--- config.mk ---
export PLATFORM = sky130hd
export DESIGN_NAME = pipe_mux
export DESIGN_NICKNAME = d
export VERILOG_FILES = /design/src/rtl/pipe_mux.sv
export SDC_FILE = /design/constraint.sdc
export NUM_CORES = 1
export LEC_CHECK = 0
export CORE_MARGIN = 2
export CORE_UTILIZATION = 48
export CTS_CLUSTER_SIZE = 8
export DETAILED_ROUTE_END_ITERATION = 6
export PLACE_DENSITY = 0.87
export RECOVER_POWER = 50
export SYNTH_ARGS = -nofsm -noshare
export SYNTH_HDL_FRONTEND = slang
export SYNTH_SLANG_ARGS = --single-unit
--- constraint.sdc ---
create_clock -name clk -period 3.86 [get_ports clk]
set_clock_uncertainty 0.2 [all_clocks]
set_input_delay 0.386 -clock clk [delete_from_list [all_inputs] [get_ports clk]]
set_output_delay 0.386 -clock clk [all_outputs]
set_load 0.05 [all_outputs]
--- src/rtl/pipe_mux.sv ---
// pipe_mux: N-way input select feeding a 2-entry skid FIFO.
//   clk, rst_n     : rising-edge clock, async active-low reset
//   in_data/sel    : NUM_IN packed inputs and their select, taken on accept
//   in_valid/in_ready   : upstream handshake (in_ready is purely registered)
//   out_data/out_err/out_valid/out_ready : head entry and downstream handshake
//   flush          : synchronous discard of every buffered entry
//   err_cnt        : saturating count of accepted illegal selects
module pipe_mux #(
  parameter int WIDTH  = 32,
  parameter int NUM_IN = 4,
  parameter int SEL_W  = 2
) (
  input  logic                    clk,
  input  logic                    rst_n,
  input  logic [NUM_IN*WIDTH-1:0] in_data,
  input  logic [SEL_W-1:0]        sel,
  input  logic                    in_valid,
  output logic                    in_ready,
  output logic [WIDTH-1:0]        out_data,
  output logic                    out_err,
  output logic                    out_valid,
  input  logic                    out_ready,
  input  logic                    flush,
  output logic [7:0]              err_cnt
);

  typedef enum logic [1:0] {EMPTY = 2'd0, ONE = 2'd1, FULL = 2'd2} state_t;
  typedef struct packed {
    logic             err;
    logic [WIDTH-1:0] data;
  } entry_t;

  state_t state, state_n;
  entry_t head, head_n, tail, tail_n, new_ent;

  // Per-lane select: one-hot hit, AND-OR reduction. An out-of-range sel
  // hits no lane, so data naturally collapses to zero and err is raised.
  logic [NUM_IN-1:0][WIDTH-1:0] lanes, masked;
  logic [NUM_IN-1:0]            hit;

  assign lanes = in_data;

  for (genvar g = 0; g < NUM_IN; g++) begin : g_lane
    assign hit[g]    = (sel == SEL_W'(g));
    assign masked[g] = hit[g] ? lanes[g] : '0;
  end

  always_comb begin
    new_ent.data = '0;
    for (int i = 0; i < NUM_IN; i++) new_ent.data = new_ent.data | masked[i];
    new_ent.err = ~|hit;
  end

  // Handshakes decode from registered state only.
  assign in_ready  = (state != FULL);
  assign out_valid = (state != EMPTY);
  assign out_data  = head.data;
  assign out_err   = head.err;

  logic accept, pop;
  assign accept = in_valid & in_ready;
  assign pop    = out_valid & out_ready;

  always_comb begin
    state_n = state;
    head_n  = head;
    tail_n  = tail;
    case (state)
      EMPTY: if (accept) begin
        state_n = ONE;
        head_n  = new_ent;
      end
      ONE: begin
        if (accept && pop) head_n = new_ent;      // replace head in place
        else if (accept) begin
          state_n = FULL;
          tail_n  = new_ent;
        end else if (pop) state_n = EMPTY;
      end
      FULL: if (pop) begin                        // in_ready=0, no accept here
        state_n = ONE;
        head_n  = tail;
      end
      default: state_n = EMPTY;
    endcase
    if (flush) begin
      state_n = EMPTY;
      head_n  = '0;
    end
  end

  always_ff @(posedge clk or negedge rst_n) begin
    if (!rst_n) begin
      state <= EMPTY;
      head  <= '0;
      tail  <= '0;
    end else begin
      state <= state_n;
      head  <= head_n;
      tail  <= tail_n;
    end
  end

  // Counts illegal accepts even when a same-cycle flush drops the entry.
  always_ff @(posedge clk or negedge rst_n) begin
    if (!rst_n) err_cnt <= '0;
    else if (accept && new_ent.err && err_cnt != 8'hFF) err_cnt <= err_cnt + 8'd1;
  end

endmodule
# After elaboration in Yosys (flattened, before gate mapping)

Cells that the tools add are included.
Widths: inputs -> output; s select.

Register bits after elaboration: 76
Bits in latches: 0
Bits in writable memories: 0
Memory bits (read-only): 0
Input port bits: 135
Output and inout port bits: 43
Logic and storage cells: 53
Memories kept: 0

Add/subtract/negate cells: 1
Multipliers: 0
Div/mod/pow operators: 0
Magnitude comparators: 0
Equality and inequality tests: 12
Shift-type cells: 0
Muxes and demuxes: 16
Bitwise operators: 6
Reduce and logical (&&, ||, !) cells: 12

Operators by type and width:

| operator            | count |
|---|---|
| $mux 33             | 4 |
| $mux 32             | 4 |
| $pmux 33 s3         | 1 |
| $or 32x32->32       | 3 |
| $mux 2              | 6 |
| $ne 3x3->1 const B  | 4 |
| $add 8x1->8 const B | 1 |
| $ne 8x8->1 const B  | 1 |
| $reduce_and 4->1    | 2 |
| $eq 2x2->1 const B  | 3 |
| $pmux 2 s3          | 1 |
| $eq 2x1->1 const B  | 2 |
| $logic_not 2->1     | 2 |
| $ne 4x4->1 const B  | 1 |
| $reduce_bool 4->1   | 1 |
| $reduce_or 4->1     | 1 |
| $logic_and 1x1->1   | 3 |
| $reduce_and 3->1    | 1 |
| $and 1x1->1         | 2 |
| $ne 2x2->1 const B  | 1 |
| $reduce_bool 2->1   | 1 |
| $logic_not 1->1     | 1 |
| $not 1->1           | 1 |

# Longest topological paths before layout

Gate-level depths: netlist (run 1).

Depth in word-level cells: 8
Gate-level depth with buffers: 9
Mapped depth without buffers: 6

# Worst setup path after synthesis (run 1)

OpenSTA, ideal clock, no wires.

Path type: register to register
Start: register state[0]
End: register head (netlist bit out_data[0])
Setup time: 125 ps
Arrival time: 2005 ps
Required time: 3535 ps
Path slack: 1530 ps
Cell stages (with the launch flop): 8
Buffers on the path: 1
Period minus slack after synthesis: 2330 ps
Cell sequence: dfrtp_1 -> inv_1 -> ha_1 -> inv_1 -> nor4b_2 -> nor4_4 -> buf_6 -> mux2_4

Longest elaborated chain between the ends: 5
Elaborated cells on any way between the ends: 15
Those cells by class: eq/ne (6); mux (2); bitwise (2); reduce/logical (5)

RTL lines:

| what                         | RTL line | RTL |
|---|---|---|
| from (decl)                  | 33       | `state_t state, state_n;` |
| from (signal assigned)       | 98       | `state <= state_n;` |
| $reduce_bool 2->1 *          | 56       | `assign out_valid = (state != EMPTY);` |
| via out_valid                | 21       | `output logic out_valid,` |
| $and 1x1->1 *                | 62       | `assign pop = out_valid & out_ready;` |
| $logic_and 1x1->1            | 74       | `if (accept && pop) head_n = new_ent;` |
| $ne 3x3->1 (no line)         | n/a      |  |
| $reduce_and 4->1 (no line) * | n/a      |  |
| to (signal assigned)         | 99       | `head <= head_n;` |
| to (decl)                    | 34       | `entry_t head, head_n, tail, tail_n, new_ent;` |

Mark *: on every way through the listed nets, which the timed path passes. The rest lies on a longest branch.
A chain may end at the register's enable or synchronous reset.

# Worst setup path in the final report (run 1)

Start: register state[0]
End: register tail[11] in the netlist's numbering

Longest elaborated chain between the ends: 5
Elaborated cells on any way between the ends: 8
Those cells by class: eq/ne (2); bitwise (3); reduce/logical (3)

RTL lines:

| what                                            | RTL line | RTL |
|---|---|---|
| $ne 2x2->1 or $reduce_bool 2->1 (tied branches) | 55, 56   |  |
| $and 1x1->1 (on tied branches)                  | 61, 62   |  |
| $logic_and 1x1->1                               | 74       |  |
| $not 1->1 (no line)                             | n/a      |  |
| $reduce_and 3->1 (no line) *                    | n/a      |  |
| to (signal assigned)                            | 100      | `tail <= tail_n;` |
| to (decl)                                       | 34       |  |

Every way passes the cells marked *; elsewhere a longest branch is shown, timed or not.

==> impl_metrics.env, run 1 <==
export IMPL_cpPeakStageDelay_ps=850
export IMPL_ir_worst_vdd_mv=0.2149
export IMPL_antenna_cells=0
export IMPL_clockRootBuffer="clkbuf_8"
export IMPL_grt_pass1_vias=4019
export IMPL_critPathTopFamily="simple AND/OR/NAND/NOR gates"
export IMPL_wl_met2_um=6176
export IMPL_outcome="finished with violations"
export IMPL_cts_sinks=76
export IMPL_syn_nets=547
export IMPL_num_rows=35
export IMPL_critPathLaunchType="flip-flop"
export IMPL_syn_inst=408
export IMPL_avgSynthCellArea_um2=11.10
export IMPL_end_kind="flip-flop"
export IMPL_grt_max_degree=77
export IMPL_postCtsHoldBufs=0
export IMPL_pwr_share_comb=0.406
export IMPL_worstMarginPinSlew_ps=1865
export IMPL_synth_seq_cells=76
export IMPL_yosysUniqueCellTypes=35
export IMPL_synthSimpleGateAreaFrac=0.08098
export IMPL_drive_above_1_share=0.1517
export IMPL_hold_violations=0
export IMPL_seq_area_frac_synth=0.4201
export IMPL_dr_first_iter_drc_count=141
export IMPL_clkLatencyLatePin_ps=330
export IMPL_die_x_um=101.1
export IMPL_synth_edf_count=0
export IMPL_netlist_area_um2=4527
export IMPL_antenna_found_initial=0
export IMPL_post_dp_hpwl_um=9145
export IMPL_overflow=0
export IMPL_synth_fa_ha_area_frac=0.01106
export IMPL_met1_length_um=5108
export IMPL_critPathBufInv=1
export IMPL_track_usage=0.2423
export IMPL_relSlewSlack=-0.2436
export IMPL_route_met3_wl_um=978
export IMPL_synth_warnings=0
export IMPL_path_max_fanout=65
export IMPL_p_int_w=0.001909
export IMPL_power_density_nw_per_um2=466.1
export IMPL_synth_compound_area_share=0.1147
export IMPL_synth_xor_area_frac=0.001935
export IMPL_drv_cap=1
export IMPL_die_y_um=101.1
export IMPL_maxUsedRoutingLayer="met4"
export IMPL_cts_tree="done"
export IMPL_period_minus_slack_ps=2708
export IMPL_dpl_cell_count=662
export IMPL_crit_slowest_cell="nand2b_2"
export IMPL_critical_path_class="reg2reg"
export IMPL_start_util=0.4922
export IMPL_num_vias=3837
export IMPL_synth_ff_type="dfrtp_1"
export IMPL_h_tree_depth=3
export IMPL_port_buffers=177
export IMPL_clkTransAtPathRegs_ps=80
export IMPL_dr_pass1_iters=5
export IMPL_core_area_um2=9196
export IMPL_synth_top_family_by_area="multiplexers"
export IMPL_routabilityCongestion=0.8045
export IMPL_crit_arrival_ps=2660
export IMPL_hold_ws_ps=175.8
export IMPL_ctsResizeCount=0
export IMPL_drt_wl_total_um=12530
export IMPL_hold_class="reg2reg"
export IMPL_synthMuxAreaShare=0.3256
export IMPL_synth_async_reset_ratio=1.000
export IMPL_violations="max-capacitance violations, max-slew violations"
export IMPL_clock_path_buffers=2
export IMPL_power_switching_w=0.001115
export IMPL_fmax_mhz=369.2
export IMPL_tns_ps=0
export IMPL_ios=178
export IMPL_cts_setup_buffers=0
export IMPL_finalNonFillerCells=678
export IMPL_dieArea_um2=10220
export IMPL_slew_viol_final=77
export IMPL_setup_viol=0
export IMPL_post_drt_wl_per_cell_um=18.48
export IMPL_cts_inserted_buffers=9
export IMPL_cp_required_ps=3810
export IMPL_swShare=0.3687
export IMPL_ant_nets=0
export IMPL_power_frac_seq=0.394
export IMPL_grt_pass1_wl_um=19420
export IMPL_clkPwrFrac=0.200
export IMPL_rsz0062_at_grt="false"
export IMPL_leakage_nw=2.885
export IMPL_viasPerCell=5.659
export IMPL_post_route_period_util=0.7016
export IMPL_nNetsFinal=701
export IMPL_syn2layout_area_growth_pct=43.34
export IMPL_path_cells="inv_1 > ha_1 > nand3b_1 > nand2b_2 > o21ai_0"
export IMPL_drc=0
[kinds of logic after synthesis]
group,count (synthesis)
AOI/OAI and AO/OA,72
xor gates and xnor gates,1
adders and majority gates,4
buffers and inverters,46
DFF,76
muxes,128
and+or+nand+nor,81
[Yosys cell counts (2+ instances only)]
master / count / share of area
a211oi_1: 2 / 0.0033
buf_2: 9 / 0.0099
buf_6: 3 / 0.0075
clkbuf_1: 29 / 0.024
dfrtp_1: 76 / 0.42
ha_1: 4 / 0.011
inv_1: 4 / 0.0033
mux2_1: 8 / 0.020
mux2_2: 26 / 0.065
mux2_4: 30 / 0.10
mux2i_1: 64 / 0.14
nand2_1: 66 / 0.055
nand2b_1: 2 / 0.0028
nor2_1: 2 / 0.0017
o21ai_0: 18 / 0.020
o21ai_1: 15 / 0.017
o221ai_1: 32 / 0.062
[cells in the final DEF (no fill, tap or decap), types with 10 or more instances in the layout]
| cell | instances |
|---|---|
| nand2_1 | 66 |
| dfrtp_1 | 76 |
| clkdlybuf4s50_1 | 162 |
| o21ai_1 | 15 |
| mux2_2 | 26 |
| clkbuf_8 | 10 |
| mux2_4 | 30 |
| dlygate4sd3_1 | 12 |
| o21ai_0 | 18 |
| o221ai_1 | 32 |
| mux2i_1 | 64 |
[sequential cells by signal, summed over array words and instances, names as in the netlist]
name      cells
state         2
tail         33
err_cnt       8
out_data     32
out_err       1
[path summary, 6_finish.rpt]
check	cells past startpoint	to	from	slack, ps
worst max-delay path	5	tail[11]$_DFFE_PN0P_	state[0]$_DFFE_PN0P_	1150
worst min-delay path	0	err_cnt[5]$_DFFE_PN0P_	err_cnt[5]$_DFFE_PN0P_	180
worst max register to register	5	tail[11]$_DFFE_PN0P_	state[0]$_DFFE_PN0P_	1150
worst min register to register	0	err_cnt[5]$_DFFE_PN0P_	err_cnt[5]$_DFFE_PN0P_	180
max in group asynchronous	1	tail[32]$_DFFE_PN0P_	rst_n	2010
min in group asynchronous	1	err_cnt[3]$_DFFE_PN0P_	rst_n	360
[stage by stage]
| stage | setup slack (ps) | util | cell area, µm² | power [W] |
|---|---|---|---|---|
| finish | 1152 | 0.7056 | 6489 | 0.003024 |
| global route | 943.9 | 0.7056 | 6489 | 0.003175 |
| CTS | 1135 | 0.7059 | 6491 | 0.003039 |
| detailed placement | 1149 | 0.6848 | 6297 | 0.002430 |
| global placement | 1258 | 0.6848 | 6297 | 0.002373 |
| floorplan | 1530 | - | 4527 | 0.001979 |
[power by group through the flow]
stage	Sequential (W)	Combinational, W	Clock (W)
after floorplan	0.00143	0.000551	0
after global placement	0.00118	0.00119	0
after detailed placement	0.00120	0.00123	0
after CTS	0.00119	0.00124	0.000612
after global routing	0.00122	0.00131	0.000642
final	0.00119	0.00123	0.000604
[routing by layer]
metal / up-vias / global-route usage
met5: - / 0
met4: 0 / 0.08524
met3: 34 / 0.05062
met2: 184 / 0.4284
met1: 1831 / 0.2927
li1: 1788 / -
[layout make-up]
cell class                 instances  area, µm²
fill                             681       2708
clock inverter                     4      48.80
tap                              111      138.9
timing repair buffer             184       1812
clock buffer                      12      145.1
multi-input combinational        286       2424
sequential                        76       1902
inverter                           5      18.77
(Power assumes the default switching activity.)
==> run 2, diff against run 1 <==
- CORE_UTILIZATION: 48 -> 44
- PLACE_DENSITY: 0.87 -> 0.81
- clock period: 3.86 -> 2.7 ns (I/O delays scaled with it)
==> impl_metrics.env, run 2 (synthesis gave the netlist of run 1 again) <==
export IMPL_grt_pass1_wl_um=19780
export IMPL_relSlewSlack=-0.1319
export IMPL_cp_required_ps=2230
export IMPL_critPathLaunchType="flip-flop"
export IMPL_dr_pass1_iters=5
export IMPL_final_common_cell="clkdlybuf4s50_1"
export IMPL_num_rows=37
export IMPL_ant_nets=0
export IMPL_grt_pass1_vias=4046
export IMPL_post_drt_wl_per_cell_um=17.30
export IMPL_drt_wl_total_um=12250
export IMPL_antenna_cells=0
export IMPL_violations="max-capacitance violations, max-slew violations"
export IMPL_post_dp_hpwl_um=9011
export IMPL_end_kind="output pin"
export IMPL_die_y_um=105.4
export IMPL_fmax_mhz=398.3
export IMPL_post_dp_cell_area_um2=6391
export IMPL_routabilityCongestion=0.7911
export IMPL_rsz0062_at_grt="false"
export IMPL_start_util=0.4465
export IMPL_critical_path_class="reg2out"
export IMPL_design_power_total_w=0.004507
export IMPL_core_area_um2=10140
export IMPL_dr_first_iter_drc_count=186
export IMPL_setup_slack_ps=189.4
export IMPL_die_x_um=105.4
export IMPL_clkTransAtPathRegs_ps=80
export IMPL_clkLatencyLatePin_ps=340
export IMPL_hold_violations=0
export IMPL_final_area_um2=6635
export IMPL_num_vias=3826
export IMPL_dieArea_um2=11120
export IMPL_pre_cts_ws_ps=221.6
export IMPL_ctsResizeCount=0
export IMPL_top_register="tail"
export IMPL_largest_reg_flops=33
export IMPL_ir_worst_vdd_mv=0.4147
export IMPL_tns_ps=0
export IMPL_cts_tree="done"
export IMPL_layout_common_cells="clkdlybuf4s50_1 (162), dfrtp_1 (76), nand2_1 (66), mux2i_1 (64), o221ai_1 (32)"
export IMPL_clock_path_buffers=2
export IMPL_ios=178
export IMPL_grt_max_degree=77
export IMPL_leakage_nw=2.944
export IMPL_syn2layout_area_growth_pct=46.57
export IMPL_slew_viol_final=77
export IMPL_crit_arrival_ps=2040
export IMPL_overflow=0
export IMPL_outcome="finished with violations"
export IMPL_period_minus_slack_ps=2511
export IMPL_viasPerCell=5.404
export IMPL_track_usage=0.2209
export IMPL_drv_cap=1
export IMPL_port_buffers=177
export IMPL_cts_sinks=76
export IMPL_clockRootBuffer="clkbuf_8"
export IMPL_drive_above_1_share=0.1608
export IMPL_power_density_nw_per_um2=679.2
export IMPL_path_max_fanout=5
export IMPL_antenna_found_initial=0
export IMPL_post_route_period_util=0.9299
export IMPL_cts_setup_buffers=0
export IMPL_setup_viol=0
export IMPL_cts_inserted_buffers=9
export IMPL_nNetsFinal=707
export IMPL_hold_class="reg2reg"
export IMPL_h_tree_depth=3
export IMPL_worstMarginPinSlew_ps=1698
export IMPL_drc=0
-- run 2: routing by layer --
layer / wire length (µm) / track usage
met3: 823 / 0.04515
met4: 107 / 0.06476
met1: 5102 / 0.2717
met5: 0 / 0
met2: 6217 / 0.3899
-- run 2: cell type report --
class,instances,area (µm²)
clock inverter,6,112.6
fill,760,3503
clock buffer,9,123.9
inverter,5,18.77
tap,136,170.2
multi-input combinational,286,2424
timing repair buffer,190,1884
sequential,76,1902
-- run 2: path summary, 6_finish.rpt --
kind,from,endpoint,slack (ps),depth (start not counted)
max reg2reg,state[0]$_DFFE_PN0P_,out_data[18]$_DFFE_PN0P_,270,7
min,err_cnt[1]$_DFFE_PN0P_,err_cnt[1]$_DFFE_PN0P_,180,0
min in group asynchronous,rst_n,out_data[5]$_DFFE_PN0P_,740,2
min reg2reg,err_cnt[1]$_DFFE_PN0P_,err_cnt[1]$_DFFE_PN0P_,180,0
max,state[0]$_DFFE_PN0P_,out_valid,190,4
max in group asynchronous,rst_n,out_data[26]$_DFFE_PN0P_,550,2
-- run 2: what timing repair did --
action                     in CTS  in global routing
hold buffers                    1                  0
setup endpoints to repair       0                  0
hold endpoints to repair       76                  0
-- run 2: per-stage QoR --
step	utilization	instances	hold slack, ps
2_1_floorplan	-	408	-225.6
3_3_place_gp	0.6304	692	165.3
3_5_place_dp	0.6304	692	167.2
4_1_cts	0.6547	708	186.4
5_1_grt	0.6544	708	188.1
6_report	0.6544	708	177.1
-- run 2: worst max-delay path, stage by stage (launching register included) --
cell	delay (ps)
dfrtp_1	380
inv_1	80
ha_1	270
inv_1	140
clkdlybuf4s50_1	820
-- run 2: power breakdown --
part / switching [W] / total [W] / internal [W] / leakage, nW
sequential: 0.000200 / 0.00169 / 0.00149 / 0.980
clock: 0.000436 / 0.00105 / 0.000613 / 0.120
combinational: 0.000966 / 0.00177 / 0.000801 / 1.84
==> run 3, diff against run 2 <==
- CELL_PAD_IN_SITES_DETAIL_PLACEMENT: default -> 1
- CELL_PAD_IN_SITES_GLOBAL_PLACEMENT: default -> 1
- CORE_UTILIZATION: 44 -> 48
- DONT_BUFFER_PORTS: default -> 1
- PLACE_DENSITY: 0.81 -> 0.9
==> impl_metrics.env, run 3 (synthesis gave the netlist of run 1 again) <==
export IMPL_whs_path_depth=3
export IMPL_cts_inserted_buffers=9
export IMPL_hold_class="in2reg"
export IMPL_drv_cap=1
export IMPL_num_vias=3222
export IMPL_clock_path_buffers=2
export IMPL_antenna_found_initial=0
export IMPL_dr_first_iter_drc_count=58
export IMPL_start_util=0.4922
export IMPL_multi_input_area_um2=2424
export IMPL_clkPwrFrac=0.245
export IMPL_fillers=976
export IMPL_viasPerCell=6.343
export IMPL_ant_nets=0
export IMPL_post_dp_hpwl_um=8196
export IMPL_grt_max_degree=77
export IMPL_power_density_nw_per_um2=833.7
export IMPL_top_register="tail"
export IMPL_syn2layout_area_growth_pct=7.131
export IMPL_rrSetupSlack_ps=270
export IMPL_power_frac_seq=0.520
export IMPL_cts_tree="done"
export IMPL_violations="max-capacitance violations, max-slew violations"
export IMPL_drc=0
export IMPL_grt_pass1_wl_um=18350
export IMPL_finalNonFillerCells=508
export IMPL_cp_required_ps=2730
export IMPL_dpl_cell_count=488
export IMPL_grt_pass1_vias=3629
export IMPL_cts_setup_buffers=0
export IMPL_pwr_share_comb=0.235
export IMPL_regArea_um2=1902
export IMPL_slew_viol_final=77
export IMPL_clockRootBuffer="clkbuf_8"
export IMPL_outcome="finished with violations"
export IMPL_track_usage=0.2304
export IMPL_period_minus_slack_ps=2428
export IMPL_crit_arrival_ps=2450
export IMPL_leakage_nw=2.228
export IMPL_largest_reg_flops=33
export IMPL_critical_path_class="reg2reg"
export IMPL_routabilityCongestion=0.8685
export IMPL_final_common_cell="dfrtp_1"
export IMPL_dr_pass1_iters=4
export IMPL_h_tree_depth=3
export IMPL_cts_sinks=76
export IMPL_dieArea_um2=10220
export IMPL_post_route_period_util=0.8991
export IMPL_clkLatencyLatePin_ps=350
export IMPL_r2r_start="state[0]$_DFFE_PN0P_"
export IMPL_hold_violations=0
export IMPL_p_int_w=0.002515
export IMPL_ir_worst_vdd_mv=0.3627
export IMPL_nNetsFinal=532
export IMPL_core_area_um2=9196
export IMPL_ctsResizeCount=0
export IMPL_num_rows=35
export IMPL_tns_ps=0
export IMPL_path_max_fanout=17
export IMPL_ios=178
export IMPL_layout_common_cells="dfrtp_1 (76), nand2_1 (66), mux2i_1 (64), o221ai_1 (32), mux2_4 (30)"
export IMPL_port_buffers=0
export IMPL_setup_viol=0
export IMPL_drt_wl_total_um=11550
export IMPL_fmax_mhz=411.9
export IMPL_post_drt_wl_per_cell_um=22.74
export IMPL_hold_end="state[1]$_DFFE_PN0P_"
export IMPL_die_x_um=101.1
export IMPL_worstMarginPinSlew_ps=1682
export IMPL_relSlewSlack=-0.1210
export IMPL_overflow=0
export IMPL_hp_start="in_valid"
export IMPL_die_y_um=101.1
export IMPL_clkTransAtPathRegs_ps=80
export IMPL_critPathLaunchType="flip-flop"
export IMPL_antenna_cells=0
export IMPL_rsz0062_at_grt="false"
export IMPL_r2r_cells=7
export IMPL_timing_rr_end="out_data[18]$_DFFE_PN0P_"
export IMPL_end_kind="flip-flop"
export IMPL_power_switching_w=0.001528
export IMPL_swShare=0.3779
export IMPL_drive_above_1_share=0.2242
-- run 3: changes by cell type in the layout (fill, tap and decap cells not counted) --
cell,before,now
buf_2,2,1
buf_4,11,9
bufinv_16,3,2
clkbuf_8,9,11
clkdlybuf4s50_1,162,0
clkinv_4,1,0
clkinvlp_4,0,1
dlygate4sd3_1,13,3
inv_6,1,0
-- run 3: worst max-delay path, cell delays in order, from the launching register on --
cell	delay (ps)
dfrtp_1	410
inv_1	120
ha_1	280
nand2b_1	210
nor3_1	110
nor4_4	240
buf_4	380
mux2_1	360
-- run 3: routing by layer --
layer  vias up  global-route usage  routed length (µm)
met4         0             0.08108                 157
met2       146              0.4111                6083
met3        16             0.07074                 816
met5         -                   0                   0
met1      1617              0.2602                4493
li1       1443                   -                   -
-- run 3: through the flow --
stage | power (W) | utilization | setup slack (ps) | instance area (µm²) | hold WS, ps
6_report | 0.004043 | 0.5273 | 272.4 | 4850 | 82.64
5_1_grt | 0.004279 | 0.5273 | 110.1 | 4850 | 71.25
4_1_cts | 0.004083 | 0.5298 | 262.4 | 4872 | 67.96
3_5_place_dp | 0.003047 | 0.4970 | 267.7 | 4571 | -223.7
3_3_place_gp | 0.002944 | 0.4970 | 395.6 | 4571 | -223.2
2_1_floorplan | 0.002829 | - | 369.6 | 4527 | -225.6
-- run 3: power by group through the flow --
stage	logic (W)	registers, W	clock network (W)
detailed placement	0.000924	0.00212	0
finish	0.000950	0.00210	0.000989
CTS	0.000971	0.00210	0.00101
global route	0.00106	0.00216	0.00106
global placement	0.000850	0.00209	0
floorplan	0.000788	0.00204	0
-- run 3: layout make-up --
class,count,area share
clock buffer,11,0.03122
clock inverter,4,0.01496
inverter,5,0.003870
multi-input combinational,286,0.4997
sequential,76,0.3922
tap,111,0.02864
timing repair buffer,15,0.02941
-- run 3: how the worst max path moves through the flow --
stage                                     from                        to  cells after the start
after CTS                 state[1]$_DFFE_PN0P_  out_data[18]$_DFFE_PN0P_                      7
final                     state[0]$_DFFE_PN0P_  out_data[18]$_DFFE_PN0P_                      7
after global routing      state[0]$_DFFE_PN0P_  out_data[18]$_DFFE_PN0P_                      7
after global placement    state[0]$_DFFE_PN0P_  out_data[18]$_DFFE_PN0P_                      7
after detailed placement  state[0]$_DFFE_PN0P_  out_data[18]$_DFFE_PN0P_                      7
after floorplan           state[0]$_DFFE_PN0P_   out_data[0]$_DFFE_PN0P_                      7
-- run 3: timing repair --
action / in CTS / in global routing
setup endpoints to repair: 0 / 0
hold buffers: 5 / 0
hold endpoints to repair: 111 / 0
